===== config.mk =====
export PLATFORM = sky130hd
export DESIGN_NAME = mc6502_rmw_sequencer
export DESIGN_NICKNAME = d
export VERILOG_FILES = /design/src/rtl/mc6502_pkg.sv /design/src/rtl/mc6502_rmw_sequencer_shifter.sv /design/src/rtl/mc6502_rmw_sequencer.sv
export SDC_FILE = /design/constraint.sdc
export NUM_CORES = 1
export LEC_CHECK = 0
export CAP_MARGIN = 25
export CORE_MARGIN = 4
export CORE_UTILIZATION = 53
export CTS_CLUSTER_SIZE = 30
export DETAILED_ROUTE_END_ITERATION = 8
export PLACE_DENSITY = 0.89
export SKIP_LAST_GASP = 1
export SYNTH_ARGS = -nofsm -noshare
export SYNTH_HDL_FRONTEND = slang
export SYNTH_SLANG_ARGS = --single-unit

===== constraint.sdc =====
create_clock -name clk -period 7.3 [get_ports clk]
set_clock_uncertainty 0.15 [all_clocks]
set_input_delay 1.46 -clock clk [delete_from_list [all_inputs] [get_ports clk]]
set_output_delay 1.46 -clock clk [all_outputs]
set_load 0.03 [all_outputs]

===== src/rtl/mc6502_pkg.sv =====
// Shared definitions for the 6502 read-modify-write sequencer: operation
// codes, sequencer state encoding and the data bus width.
package mc6502_pkg;

    localparam int DATA_W = 8;

    // RMW operation codes carried on i_op. Values 6 and 7 are reserved.
    localparam logic [2:0] RMW_ASL = 3'd0;
    localparam logic [2:0] RMW_LSR = 3'd1;
    localparam logic [2:0] RMW_ROL = 3'd2;
    localparam logic [2:0] RMW_ROR = 3'd3;
    localparam logic [2:0] RMW_INC = 3'd4;
    localparam logic [2:0] RMW_DEC = 3'd5;

    typedef enum logic [1:0] {
        IDLE   = 2'd0,
        READ   = 2'd1,
        MODIFY = 2'd2,
        WRITE  = 2'd3
    } rmw_state_t;

endpackage


===== src/rtl/mc6502_rmw_sequencer_shifter.sv =====
// MC6502Shifter: combinational one-bit shift/rotate unit with flag outputs.
// i_rotate feeds i_c into the vacated bit; otherwise a zero is shifted in.
module MC6502Shifter
    import mc6502_pkg::*;
(
    input  logic [DATA_W-1:0] i_data,
    input  logic              i_c,
    input  logic              i_rotate,
    input  logic              i_right,
    output logic [DATA_W-1:0] o_data,
    output logic              o_n,
    output logic              o_z,
    output logic              o_c
);

    logic w_fill;

    assign w_fill = i_rotate & i_c;

    // Shift/rotate result and the bit that falls out becomes the new carry.
    always_comb begin
        // NOTE: every output gets a value on every path, so no latch is inferred.
        o_data = i_data;
        o_c    = 1'b0;
        if (i_right) begin
            o_data = {w_fill, i_data[DATA_W-1:1]};
            o_c    = i_data[0];
        end else begin
            o_data = {i_data[DATA_W-2:0], w_fill};
            o_c    = i_data[DATA_W-1];
        end
        o_n = o_data[DATA_W-1];
        o_z = (o_data == '0);
    end

endmodule


===== src/rtl/mc6502_rmw_sequencer.sv =====
// mc6502_rmw_sequencer: bus sequencing for 6502 read-modify-write memory
// instructions (ASL/LSR/ROL/ROR/INC/DEC). Runs READ -> MODIFY -> WRITE and
// reports N/Z/C with a one-cycle o_done pulse.
// Build option MC6502_CMOS_RMW_EN: when defined, the MODIFY cycle is a dummy
// read (65C02 style, stallable by i_rdy); otherwise it is the NMOS dummy
// write of the unmodified operand.
module mc6502_rmw_sequencer
    import mc6502_pkg::*;
#(
    parameter int ADDR_WIDTH = 16
) (
    input  logic                  clk,
    input  logic                  rst,
    input  logic                  i_start,
    input  logic [2:0]            i_op,
    input  logic [ADDR_WIDTH-1:0] i_addr,
    input  logic                  i_c,
    input  logic                  i_rdy,
    input  logic [DATA_W-1:0]     i_rdata,
    output logic [ADDR_WIDTH-1:0] o_addr,
    output logic                  o_rd,
    output logic                  o_wr,
    output logic [DATA_W-1:0]     o_wdata,
    output logic                  o_busy,
    output logic                  o_done,
    output logic                  o_n,
    output logic                  o_z,
    output logic                  o_c,
    output logic                  o_c_we
);

    rmw_state_t        r_state;
    logic [2:0]        r_op;
    logic              r_c_in;
    logic [DATA_W-1:0] r_operand;
    logic              r_res_n;
    logic              r_res_z;
    logic              r_res_c;
    logic              r_res_c_we;

    logic [DATA_W-1:0] w_sh_data;
    logic              w_sh_n;
    logic              w_sh_z;
    logic              w_sh_c;
    logic [DATA_W-1:0] w_result;
    logic              w_n;
    logic              w_z;
    logic              w_c;
    logic              w_c_we;
    logic              w_mod_go;
    logic              w_mod_rd;

`ifdef MC6502_CMOS_RMW_EN
    assign w_mod_go = i_rdy;
    assign w_mod_rd = 1'b1;
`else
    assign w_mod_go = 1'b1;
    assign w_mod_rd = 1'b0;
`endif

    MC6502Shifter u_shifter (
        .i_data   (r_operand),
        .i_c      (r_c_in),
        .i_rotate (r_op[1]),
        .i_right  (r_op[0]),
        .o_data   (w_sh_data),
        .o_n      (w_sh_n),
        .o_z      (w_sh_z),
        .o_c      (w_sh_c)
    );

    // Result mux: shifter for shift ops, inline +/-1 for INC/DEC, pass-through otherwise.
    always_comb begin
        w_result = r_operand;
        w_c      = r_c_in;
        w_c_we   = 1'b0;
        case (r_op)
            RMW_ASL, RMW_LSR, RMW_ROL, RMW_ROR: begin
                w_result = w_sh_data;
                w_c      = w_sh_c;
                w_c_we   = 1'b1;
            end
            RMW_INC: w_result = r_operand + 8'd1;
            RMW_DEC: w_result = r_operand - 8'd1;
            default: w_result = r_operand;
        endcase
        w_n = w_result[DATA_W-1];
        w_z = (w_result == '0);
        if (w_c_we) begin
            w_n = w_sh_n;
            w_z = w_sh_z;
        end
    end

    // Sequencer FSM with registered bus strobes, write data and result flags.
    always_ff @(posedge clk or posedge rst) begin
        if (rst) begin
            r_state    <= IDLE;
            r_op       <= '0;
            r_c_in     <= 1'b0;
            r_operand  <= '0;
            r_res_n    <= 1'b0;
            r_res_z    <= 1'b0;
            r_res_c    <= 1'b0;
            r_res_c_we <= 1'b0;
            o_addr     <= '0;
            o_rd       <= 1'b0;
            o_wr       <= 1'b0;
            o_wdata    <= '0;
            o_busy     <= 1'b0;
            o_done     <= 1'b0;
            o_n        <= 1'b0;
            o_z        <= 1'b0;
            o_c        <= 1'b0;
            o_c_we     <= 1'b0;
        end else begin
            // NOTE: non-blocking assignments so every register samples pre-edge values.
            o_done <= 1'b0;
            case (r_state)
                IDLE: begin
                    if (i_start) begin
                        r_op    <= i_op;
                        r_c_in  <= i_c;
                        o_addr  <= i_addr;
                        o_rd    <= 1'b1;
                        o_busy  <= 1'b1;
                        r_state <= READ;
                    end
                end
                READ: begin
                    if (i_rdy) begin
                        r_operand <= i_rdata;
                        o_rd      <= w_mod_rd;
                        o_wr      <= ~w_mod_rd;
                        o_wdata   <= i_rdata;
                        r_state   <= MODIFY;
                    end
                end
                MODIFY: begin
                    if (w_mod_go) begin
                        r_res_n    <= w_n;
                        r_res_z    <= w_z;
                        r_res_c    <= w_c;
                        r_res_c_we <= w_c_we;
                        o_rd       <= 1'b0;
                        o_wr       <= 1'b1;
                        o_wdata    <= w_result;
                        r_state    <= WRITE;
                    end
                end
                WRITE: begin
                    o_wr    <= 1'b0;
                    o_busy  <= 1'b0;
                    o_done  <= 1'b1;
                    o_n     <= r_res_n;
                    o_z     <= r_res_z;
                    o_c_we  <= r_res_c_we;
                    if (r_res_c_we) begin
                        o_c <= r_res_c;
                    end
                    r_state <= IDLE;
                end
                default: r_state <= IDLE;
            endcase
        end
    end

endmodule


==> metrics.md, run 1 <==
| Metric | Value |
|---|---|
| Clock tree buffer depth | 2 |
| Die H | 78.3 um |
| Mapped Cells | around 240 |
| Max Slew Vio Count | 0 |
| Crit path DAT | roughly 3.4 ns |
| Crit path from | r_op[0]$_DFFE_PP0P_ |
| Port bufs | 63 |
| Leak Pwr | 1.37 nW |
| Core area | 4750 um^2 |
| Initial drt markers | 174 |
| Synth async-reset ratio | 100% |
| FF-to-FF Start | r_op[0]$_DFFE_PP0P_ |
| Largest net degree at the start of global routing | 51 |
| Required time of the critical path | 7.39 ns |
| CTS tree | built |
| Worst slack at placement | approximately 3.9 ns |
| Final hold violations | 0 |
| Pre-antenna DRT Iters | 4 |
| CTS Buf Count | 5 |
| IO Count | 64 |
| RSZ-0062 raised after global routing | no |
| Startpoint types | flip-flop |
| Hold Crit Depth | 2 |
| Core Rows | 25 |
| Non-Filler Instances | around 370 |
| Cells along the critical path | nand3b_1 -> xnor2_1 -> ha_1 -> or4_1 -> nor4_2 -> nor3_1 -> o31a_1 -> a211oi_2 -> a21o_1 |
| Critical path's largest stage delay | 0.86 ns |
| Initial antenna violation count | 0 |
| Cells after DPL | 357 |
| Die width | ~78 um |
| WL final | 5820 um |
| Cell variety after synth | 50 |
| Global route overflow | 0 |
| Worst-path clk slew | 0.09 ns |
| Post-Syn Nets | ~280 |
| Max-Slew Margin vs Limit | 47.5% |
| Final min period | 3.34 ns |
| Number of global-route vias before repair | 2133 |
| First-pass GRT wire length | 10000 um |
| Worst Hold Class | flip-flop to flip-flop |
| Hold Buf Count CTS | 0 |
| Initial core utilization | between 50% and 60% |
| Ant diodes | 0 |
| Stages on worst setup path | 9 |
| H-tree levels | 2 |
| CP Capture Type | flip-flop |
| Final setup violation count | 0 |
| Layout cell share with drive strength beyond 1 | 16.4% |
| CP delay by family, top | simple AND/OR/NAND/NOR gates |
| Vias per cell | around 5.6 |
| Clock latency on the worst-skew pair | 0.31 ns |
| CTS root buffer | clkbuf_8 |
| Seq/Total Area, Yosys | between 40% and 50% |
| Setup TNS | 0 ns |
| Ys Warns | 0 |
| Synth Flop Type | dfrtp_1 |
| Via count | 2060 |
| Number of synthesized flops with an enable pin | 0 |
| Final core occ | between 70% and 80% |
| Fmax | 299 MHz |
| Gr usage total | 20.7% |
| # Post-CTS Setup Buffers | 0 |
| Die area | 6130 um^2 |
| CP Buf/Inv Count | 0 |
| GP Congestion | 0.914 |
| Hold_sp | o_wdata[2]$_DFFE_PP0P_ |
| Area Growth Syn to Fin | 28.8% |
| Final period util | between 40% and 50% |
| Pwr per Cell Area | 501 nW/um^2 |
| Peak VDD IR | 0.000348 V |
| Worst setup margin | 3.96 ns |
| Hold slack | 0.337 ns |
| Syn avg cell area | between 10 and 15 um^2 |
| Post-route ant nets | 0 |
| DRC Markers | 0 |
| Clk sinks | 50 |
| Post-cts resize count | 0 |
| Largest fanout on the critical path | 28 |
| Wire length per cell | 15.9 um |
| Worst Tran Pin Value | 0.785 ns |
| Status | finished clean |
| Synth Register Bits | 50 |
| DP HPWL | 4210 um |
| Final #Nets | ~340 |
| Post-Syn Area | approximately 2600 um^2 |
| Kind of critical path | flip-flop to flip-flop |
| Max-Cap Viols | 0 |
| Path depth of the worst reg2reg path | 9 |
| CP max-delay cell | dfrtp_1 |
## per-stage QoR
step | total power, mW | cell area (um^2)
floorplan | 1.22 | 2620
global placement | 1.49 | 3260
detailed placement | 1.53 | 3260
CTS | 1.70 | 3350
global route | 1.81 | 3370
finish | 1.69 | 3370
## final cells by class
cell class	instances	area [um^2]
fillers	352	1380
multi-input cells	171	1270
flip-flops and latches	50	1250
repair buffers	64	651
well taps	67	83.8
clock buffers	6	82.6
inverters	6	22.5
clock inverters	2	12.5
## cells in the mapped netlist (6+ instances only)
master | n | area [um^2]
xnor2_1 | 6 | 52.6
nor2_1 | 14 | 52.6
nand2_1 | 15 | 56.3
ha_1 | 6 | 75.1
mux2_2 | 33 | 372
a21oi_1 | 18 | 90.1
inv_1 | 6 | 22.5
dfrtp_1 | 50 | 1250
a211oi_1 | 8 | 60.1
nor2b_1 | 8 | 50.1
clkbuf_1 | 8 | 30.0
o21ai_0 | 11 | 55.1
## cell usage in the layout, fill, tap and decap left out, types with 6 or more instances in the layout
cell / n
a211oi_1: 8
a21oi_1: 18
clkbuf_8: 6
clkdlybuf4s50_1: 63
dfrtp_1: 50
ha_1: 6
mux2_2: 33
nand2_1: 15
nor2_1: 14
nor2b_1: 8
o21ai_0: 11
xnor2_1: 6
## registers in the layout, indices dropped and copies added, names as in the netlist, 2 cells and up
name,flops
o_wdata,8
r_operand,8
r_op,3
o_addr,16
r_state,2
## worst paths after layout
check	slack, ns	to
min	0.34	o_wdata[2]$_DFFE_PP0P_
min reg2reg	0.34	o_wdata[2]$_DFFE_PP0P_
max reg2reg	3.96	o_wdata[6]$_DFFE_PP0P_
min in group asynchronous	1.25	r_op[1]$_DFFE_PP0P_
max	3.96	o_wdata[6]$_DFFE_PP0P_
max in group asynchronous	5.25	o_wdata[4]$_DFFE_PP0P_
## per-layer routing
metal  routed length, um  global-route usage (%)  up-vias  share of wire [%]
met4                 125                    7.69        0                2.1
met5                   0                       0        -                  0
li1                    -                       -      980                  -
met3                 484                    8.14       13                8.3
met1                2340                    24.3      997                 40
met2                2870                    34.4       70                 49
## power breakdown
| part | switching, mW | internal, mW | leakage, nW |
|---|---|---|---|
| Clock | 0.0907 | 0.0763 | 0.0472 |
| Sequential | 0.175 | 0.419 | 0.591 |
| Combinational | 0.491 | 0.439 | 0.733 |
| Total | 0.756 | 0.934 | 1.37 |
## worst register-to-register path: stages, from the launching register on
cell and delay (ns):
dfrtp_1 0.86, nand3b_1 0.42, xnor2_1 0.24, ha_1 0.25
or4_1 0.44, nor4_2 0.20, nor3_1 0.09, o31a_1 0.32
a211oi_2 0.22, a21o_1 0.10
## cells by family (layout without fill, tap and decap cells)
| logic type | Yosys count | count (layout) | synth area share, % |
|---|---|---|---|
| XOR/XNOR | 7 | 7 | 2.34 |
| buffers and inverters | 23 | 78 | 3.77 |
| AO/OA/AOI/OAI | 59 | 59 | 15.2 |
| multiplexers | 35 | 35 | 15.0 |
| AND/OR/NAND/NOR | 64 | 64 | 13.0 |
| adder cells (fa/ha/maj) | 6 | 6 | 2.87 |
| flip-flops | 50 | 50 | 47.8 |
Power figures use the tool's default switching activity.
==> run 2, diff against run 1 <==
--- a/config.mk
+++ b/config.mk
@@ -7,10 +7,10 @@
 export LEC_CHECK = 0
 export CAP_MARGIN = 25
 export CORE_MARGIN = 4
-export CORE_UTILIZATION = 53
+export CORE_UTILIZATION = 45
 export CTS_CLUSTER_SIZE = 30
 export DETAILED_ROUTE_END_ITERATION = 8
-export PLACE_DENSITY = 0.89
+export PLACE_DENSITY = 0.81
 export SKIP_LAST_GASP = 1
 export SYNTH_ARGS = -nofsm -noshare
 export SYNTH_HDL_FRONTEND = slang
==> constraint.sdc (replaced) <==
create_clock -name clk -period 3.02 [get_ports clk]
set_clock_uncertainty 0.15 [all_clocks]
set_input_delay 0.604 -clock clk [delete_from_list [all_inputs] [get_ports clk]]
set_output_delay 0.604 -clock clk [all_outputs]
set_load 0.03 [all_outputs]
==> run 2 against run 1 <==
Fmax increased by 32%. Sequential cell count unchanged. Sequential share of layout area down 0.77 points. Clock-buffer cell count decreased by 1. Utilization down 9.1 points. Die area up 16%. Via count is 1.8% higher. Clock power grew to 2.9 times the previous value. Sequential power up 120%. Worst hold slack improved by 0.017 ns. Critical path depth stayed put. Critical path type unchanged.
==> metrics.md, run 2 (same netlist as run 1, synthesis figures left out) <==
| Metric | Value |
|---|---|
| Commonest non-fill, non-tap cell in the layout | clkdlybuf4s50_1 |
| Status | finished clean |
| Number of global-route vias before repair | 2187 (+2.5%) |
| Largest register FFs | 16 (unchanged) |
| Startpoint types | flip-flop |
| Worst Tran Pin Value | 0.563 ns (-0.223 ns) |
| Fmax | 395 MHz (+32%) |
| Comb power frac | 56.8% (+1.8 points) |
| Final period util | 83.9% (+38 points) |
| Max-Cap Viols | 0 (unchanged) |
| Clock power share | 11.5% (+1.6 points) |
| Final #Nets | 344 (+2.4%) |
| Wire length per cell | 15.7 um (-1.6%) |
| Core area | 5570 um^2 (+17%) |
| Final setup violation count | 0 (unchanged) |
| Clock tree buffer depth | 2 (unchanged) |
| Area Growth Syn to Fin | 31.5% |
| Most frequent cells in the layout | clkdlybuf4s50_1 (63), dfrtp_1 (50), mux2_2 (33) |
| Vias per cell | 5.54 (-1.6%) |
| DP HPWL | 4270 um (+1.4%) |
| Initial antenna violation count | 0 (unchanged) |
| Pwr per Cell Area | 1220 nW/um^2 (+140%) |
| Hold Buf Count CTS | 0 (unchanged) |
| First-pass GRT wire length | 10500 um (+5.0%) |
| Initial drt markers | 107 (-39%) |
| Setup TNS | 0 ns (unchanged) |
| WL final | 5930 um (+1.9%) |
| Worst Hold Class | flip-flop to flip-flop |
| Die H | 84.3 um (+7.7%) |
| Final hold violations | 0 (unchanged) |
| Via count | 2098 (+1.8%) |
| Tot Pwr | 4.21 mW (+150%) |
| Layout cell share with drive strength beyond 1 | 18.6% (+2.2 points) |
| Placed inst area | 3330 um^2 (+2.3%) |
| Core Rows | 27 (+8.0%) |
| CTS root buffer | clkbuf_8 |
| FF-to-FF Start | r_op[1]$_DFFE_PP0P_ |
| Clock latency on the worst-skew pair | 0.31 ns (about the same) |
| Pre-antenna DRT Iters | 4 (unchanged) |
| Post-route ant nets | 0 (unchanged) |
| Max Slew Vio Count | 0 (unchanged) |
| Reg power frac | 31.7% (-3.4 points) |
| # Post-CTS Setup Buffers | 0 (unchanged) |
| Post-cts resize count | 0 (unchanged) |
| Ant diodes | 0 (unchanged) |
| Regs by FF count | o_addr (16), o_wdata (8), r_operand (8) |
| Max-Slew Margin vs Limit | 62.1% (+15 points) |
| Net switching power | 1.84 mW (+140%) |
| Die area | 7100 um^2 (+16%) |
| Final min period | 2.53 ns (-0.806 ns) |
| GP Congestion | 0.884 (-3.3%) |
| Leak Pwr | 1.42 nW (+3.2%) |
| Crit path DAT | 2.64 ns (-0.80 ns) |
| Largest reg by FF count | o_addr |
| Die width | 84.3 um (+7.7%) |
| CTS tree | built |
| RSZ-0062 raised after global routing | no |
| Largest fanout on the critical path | 6 (-79%) |
| Global route overflow | 0 (unchanged) |
| Hold_sp | o_wdata[6]$_DFFE_PP0P_ |
| CP Capture Type | flip-flop |
| Post-layout instance area | 3440 um^2 (+2.1%) |
| Port bufs | 63 (unchanged) |
| Initial core utilization | 47.0% (-8.1 points) |
| Worst-path clk slew | 0.10 ns (about the same) |
| CTS Buf Count | 5 (unchanged) |
| Kind of critical path | flip-flop to flip-flop |
| Peak VDD IR | 0.000728 V (+110%) |
| IO Count | 64 (unchanged) |
| Gr usage total | 18.0% (-2.8 points) |
| H-tree levels | 2 (unchanged) |
| Switching Fraction | 43.8% (-0.93 points) |
| Largest net degree at the start of global routing | 28 (-45%) |
| Clk sinks | 50 (unchanged) |
| Hold slack | 0.354 ns (+0.0167 ns) |
| Required time of the critical path | 3.13 ns (-4.26 ns) |
| Internal | 2.37 mW (+150%) |
| DRC Markers | 0 (unchanged) |
| Crit path from | r_op[1]$_DFFE_PP0P_ |
[run 2: cell count changes in the layout (fill, tap and decap cells not counted)]
cell        before  now
buf_12           1    0
buf_4            0    9
bufinv_16        0    1
clkbuf_8         6    5
clkinvlp_4       1    0
inv_6            0    1
[run 2: area by class of cell]
class	instances	area, um^2
tap	72	90.1
inverter	6	22.5
sequential	50	1250
fill	448	2130
clock buffer	5	68.8
multi-input combinational	171	1270
timing repair buffer	72	698
clock inverter	3	43.8
[run 2: critical path, stage by stage (launching register included)]
cell and delay, ns:
dfrtp_1 0.39, nand3b_1 0.20, xnor2_1 0.15, ha_1 0.25, or4_1 0.43, nor4_2 0.21
nor3_1 0.09, o31a_1 0.32, a211oi_2 0.22, a21o_1 0.10
[run 2: metal layers]
layer	routed length [um]	up-vias	global-route usage, %
li1	-	996	-
met1	2570	1023	22.5
met2	2780	70	29.1
met3	493	9	6.48
met4	86	0	5.56
met5	0	-	0
[run 2: final timing paths]
kind	slack (ns)	depth (start not counted)	endpoint
max	0.49	9	o_wdata[6]$_DFFE_PP0P_
min	0.35	1	o_wdata[6]$_DFFE_PP0P_
max reg2reg	0.49	9	o_wdata[6]$_DFFE_PP0P_
min reg2reg	0.35	1	o_wdata[6]$_DFFE_PP0P_
max in group asynchronous	1.61	3	r_state[1]$_DFFE_PP0P_
min in group asynchronous	0.49	2	o_addr[0]$_DFFE_PP0P_
[run 2: stage by stage]
stage	worst slack, ns	utilization [%]	std cells
final	0.486	61.8	379
after global routing	0.317	61.8	379
after CTS	0.481	61.8	379
after detailed placement	0.512	59.8	371
after global placement	0.584	59.8	371
after floorplan	0.468	-	244
[run 2: power groups by stage]
stage | combinational [mW] | clock (mW) | sequential (mW)
after floorplan | 1.31 | 0 | 1.64
after global placement | 2.35 | 0 | 1.32
after detailed placement | 2.39 | 0 | 1.34
after CTS | 2.41 | 0.496 | 1.33
after global routing | 2.61 | 0.534 | 1.39
final | 2.39 | 0.484 | 1.33
==> run 3, diff against run 2 <==
==> constraint.sdc (replaced) <==
create_clock -name clk -period 2.18 [get_ports clk]
set_clock_uncertainty 0.15 [all_clocks]
set_input_delay 0.436 -clock clk [delete_from_list [all_inputs] [get_ports clk]]
set_output_delay 0.436 -clock clk [all_outputs]
set_load 0.03 [all_outputs]
==> run 3 against run 2 <==
The run now ends with setup timing left. Via count rose by 3.6%. Utilization rose by 3.5 points. Power is 49% higher. Sequential power grew 29%. Global-route usage up 0.54 points. Worst hold slack lost 0.014 ns. Wire length grew 9.7%. Design area grew 5.7%. Largest power group unchanged.
==> metrics.md, run 3 (same netlist as run 1, synthesis figures left out) <==
| Metric | Value |
|---|---|
| Fillcell total | 450 (+0.45%) |
| Largest fanout on the critical path | 4 (-2) |
| Max-Slew Margin vs Limit | 70.9% (+8.8 points) |
| WL final | 6510 um (+9.7%) |
| Gr usage total | 18.5% (+0.54 points) |
| GP Congestion | 0.874 (-1.1%) |
| Path depth of the worst reg2reg path | 9 (unchanged) |
| Internal | 3.52 mW (+49%) |
| Final hold violations | 0 (unchanged) |
| Switching Fraction | 43.7% (-0.12 points) |
| Kind of critical path | flip-flop to flip-flop |
| Hold Buf Count CTS | 0 (unchanged) |
| CTS Buf Count | 5 (unchanged) |
| Startpoint types | flip-flop |
| Net switching power | 2.73 mW (+48%) |
| Port bufs | 63 (unchanged) |
| DRC Markers | 0 (unchanged) |
| Area Growth Syn to Fin | 38.9% |
| Post-route ant nets | 0 (unchanged) |
| Final period util | 109% (+25 points) |
| Final core occ | 65.3% (+3.5 points) |
| Largest register FFs | 16 (unchanged) |
| Largest net degree at the start of global routing | 28 (unchanged) |
| Clock tree buffer depth | 2 (unchanged) |
| Max Slew Vio Count | 0 (unchanged) |
| Die width | 84.3 um (unchanged) |
| Fmax | 420 MHz (+6.5%) |
| Final #Nets | 358 (+4.1%) |
| Reg power frac | 27.5% (-4.2 points) |
| Setup crit end | r_res_z$_DFFE_PP0P_ |
| Initial core utilization | 47.0% (unchanged) |
| Final setup violation count | 4 (+4) |
| Worst Tran Pin Value | 0.437 ns (-0.126 ns) |
| Via count | 2174 (+3.6%) |
| Final min period | 2.38 ns (-0.154 ns) |
| Leak Pwr | 1.51 nW (+6.6%) |
| Die area | 7100 um^2 (unchanged) |
| Placed inst area | 3430 um^2 (+2.9%) |
| IO Count | 64 (unchanged) |
| Vias per cell | 5.53 (about the same) |
| Violated checks | setup timing |
| R2R setup slack | -0.20 ns (-0.69 ns) |
| Clock power share | 9.8% (-1.7 points) |
| Comb power frac | 62.7% (+5.9 points) |
| Clock latency on the worst-skew pair | 0.31 ns (about the same) |
| Wire length per cell | 16.6 um (+5.8%) |
| Layout cell share with drive strength beyond 1 | 25.9% (+7.3 points) |
| Initial drt markers | 148 (+38%) |
| Pre-antenna DRT Iters | 7 (+3) |
| Crit path DAT | 2.44 ns (-0.20 ns) |
| Most frequent cells in the layout | clkdlybuf4s50_1 (63), dfrtp_1 (50), mux2_2 (33) |
| Post-layout instance area | 3640 um^2 (+5.7%) |
| Max-Cap Viols | 0 (unchanged) |
| CTS root buffer | clkbuf_8 |
| Global route overflow | 0 (unchanged) |
| Die H | 84.3 um (unchanged) |
| Worst slack at placement | -0.244 ns (-0.756 ns) |
| Crit path from | r_op[1]$_DFFE_PP0P_ |
| Pwr per Cell Area | 1720 nW/um^2 (+41%) |
| DP HPWL | 4610 um (+7.9%) |
| CTS tree | built |
| Core area | 5570 um^2 (unchanged) |
| Ant diodes | 0 (unchanged) |
| Clk sinks | 50 (unchanged) |
| Number of global-route vias before repair | 2294 (+4.9%) |
| RSZ-0062 raised after global routing | yes |
| Critical R2R Capture | r_res_z$_DFFE_PP0P_ |
| Required time of the critical path | 2.24 ns (-0.89 ns) |
| CP Capture Type | flip-flop |
| Commonest non-fill, non-tap cell in the layout | clkdlybuf4s50_1 |
| Initial antenna violation count | 0 (unchanged) |
| Worst-path clk slew | 0.10 ns (about the same) |
| FF-to-FF Start | r_op[1]$_DFFE_PP0P_ |
| Peak VDD IR | 0.000967 V (+33%) |
| Core Rows | 27 (unchanged) |
| Worst setup margin | -0.200 ns (-0.686 ns) |
| H-tree levels | 2 (unchanged) |
| First-pass GRT wire length | 10800 um (+2.7%) |
| Regs by FF count | o_addr (16), o_wdata (8), r_operand (8) |
| Largest reg by FF count | o_addr |
| Status | complete, but fails checks |
| Worst Hold Class | flip-flop to flip-flop |
## run 3: layout make-up
cell class	instances	area (um^2)	area share (%)
Inverter	6	22.5	0.619
Sequential cell	50	1250	34.4
Clock inverter	1	8.76	0.241
Timing Repair Buffer	86	816	22.4
Clock buffer	7	96.3	2.65
Multi-Input combinational cell	171	1350	37.2
Tap cell	72	90.1	2.48
## run 3: how the worst min path moves through the flow
stage / startpoint / end / cells after the start
after floorplan: r_res_c_we$_DFFE_PP0P_ / o_c_we$_DFFE_PP0P_ / 2
after global placement: o_wdata[1]$_DFFE_PP0P_ / o_wdata[1]$_DFFE_PP0P_ / 2
after detailed placement: o_wdata[1]$_DFFE_PP0P_ / o_wdata[1]$_DFFE_PP0P_ / 2
after CTS: o_wdata[1]$_DFFE_PP0P_ / o_wdata[1]$_DFFE_PP0P_ / 2
after global routing: rst / o_addr[8]$_DFFE_PP0P_ / 3
final: o_wdata[1]$_DFFE_PP0P_ / o_wdata[1]$_DFFE_PP0P_ / 2
## run 3: worst max-delay path, cell delays in order, from the launching register on
cell and delay [ns]:
dfrtp_1 0.38, nand3b_1 0.19, xnor2_1 0.15, ha_2 0.20
nand2b_4 0.14, or4_4 0.43, a21oi_4 0.17, xnor2_2 0.08
and3_1 0.19, a41o_1 0.21
## run 3: power groups by stage
stage                     sequential, mW  combinational (mW)  clock [mW]
after floorplan                     2.27                1.84           0
after global placement              1.70                3.60           0
after detailed placement            1.73                3.68           0
after CTS                           1.72                3.76       0.626
after global routing                1.78                4.25       0.677
final                               1.72                3.92       0.614
## run 3: repair_timing
item | 4_1_cts | 5_1_grt
endpoints found under the setup margin | 4 | 6
setup buffers | 2 | 2
pin swaps | 9 | 9
gates resized for setup | 3 | 10
hold endpoints to repair | 0 | 0
## run 3: stage by stage
stage	power, mW	hold WS, ns	setup TNS, ns	cells
floorplan	4.11	0.326	-0.973	244
global placement	5.31	0.316	-0.435	381
detailed placement	5.41	0.324	-0.618	381
CTS	6.11	0.347	-0.703	391
global route	6.70	0.376	-1.06	393
finish	6.25	0.340	-0.644	393
## run 3: metal layers
layer / vias up / track usage, % / part of all wire, %
met3: 15 / 6.28 / 7.3
met2: 77 / 29.9 / 48
met5: - / 0 / 0
li1: 1026 / - / -
met1: 1056 / 23.1 / 43
met4: 0 / 6.58 / 1.8
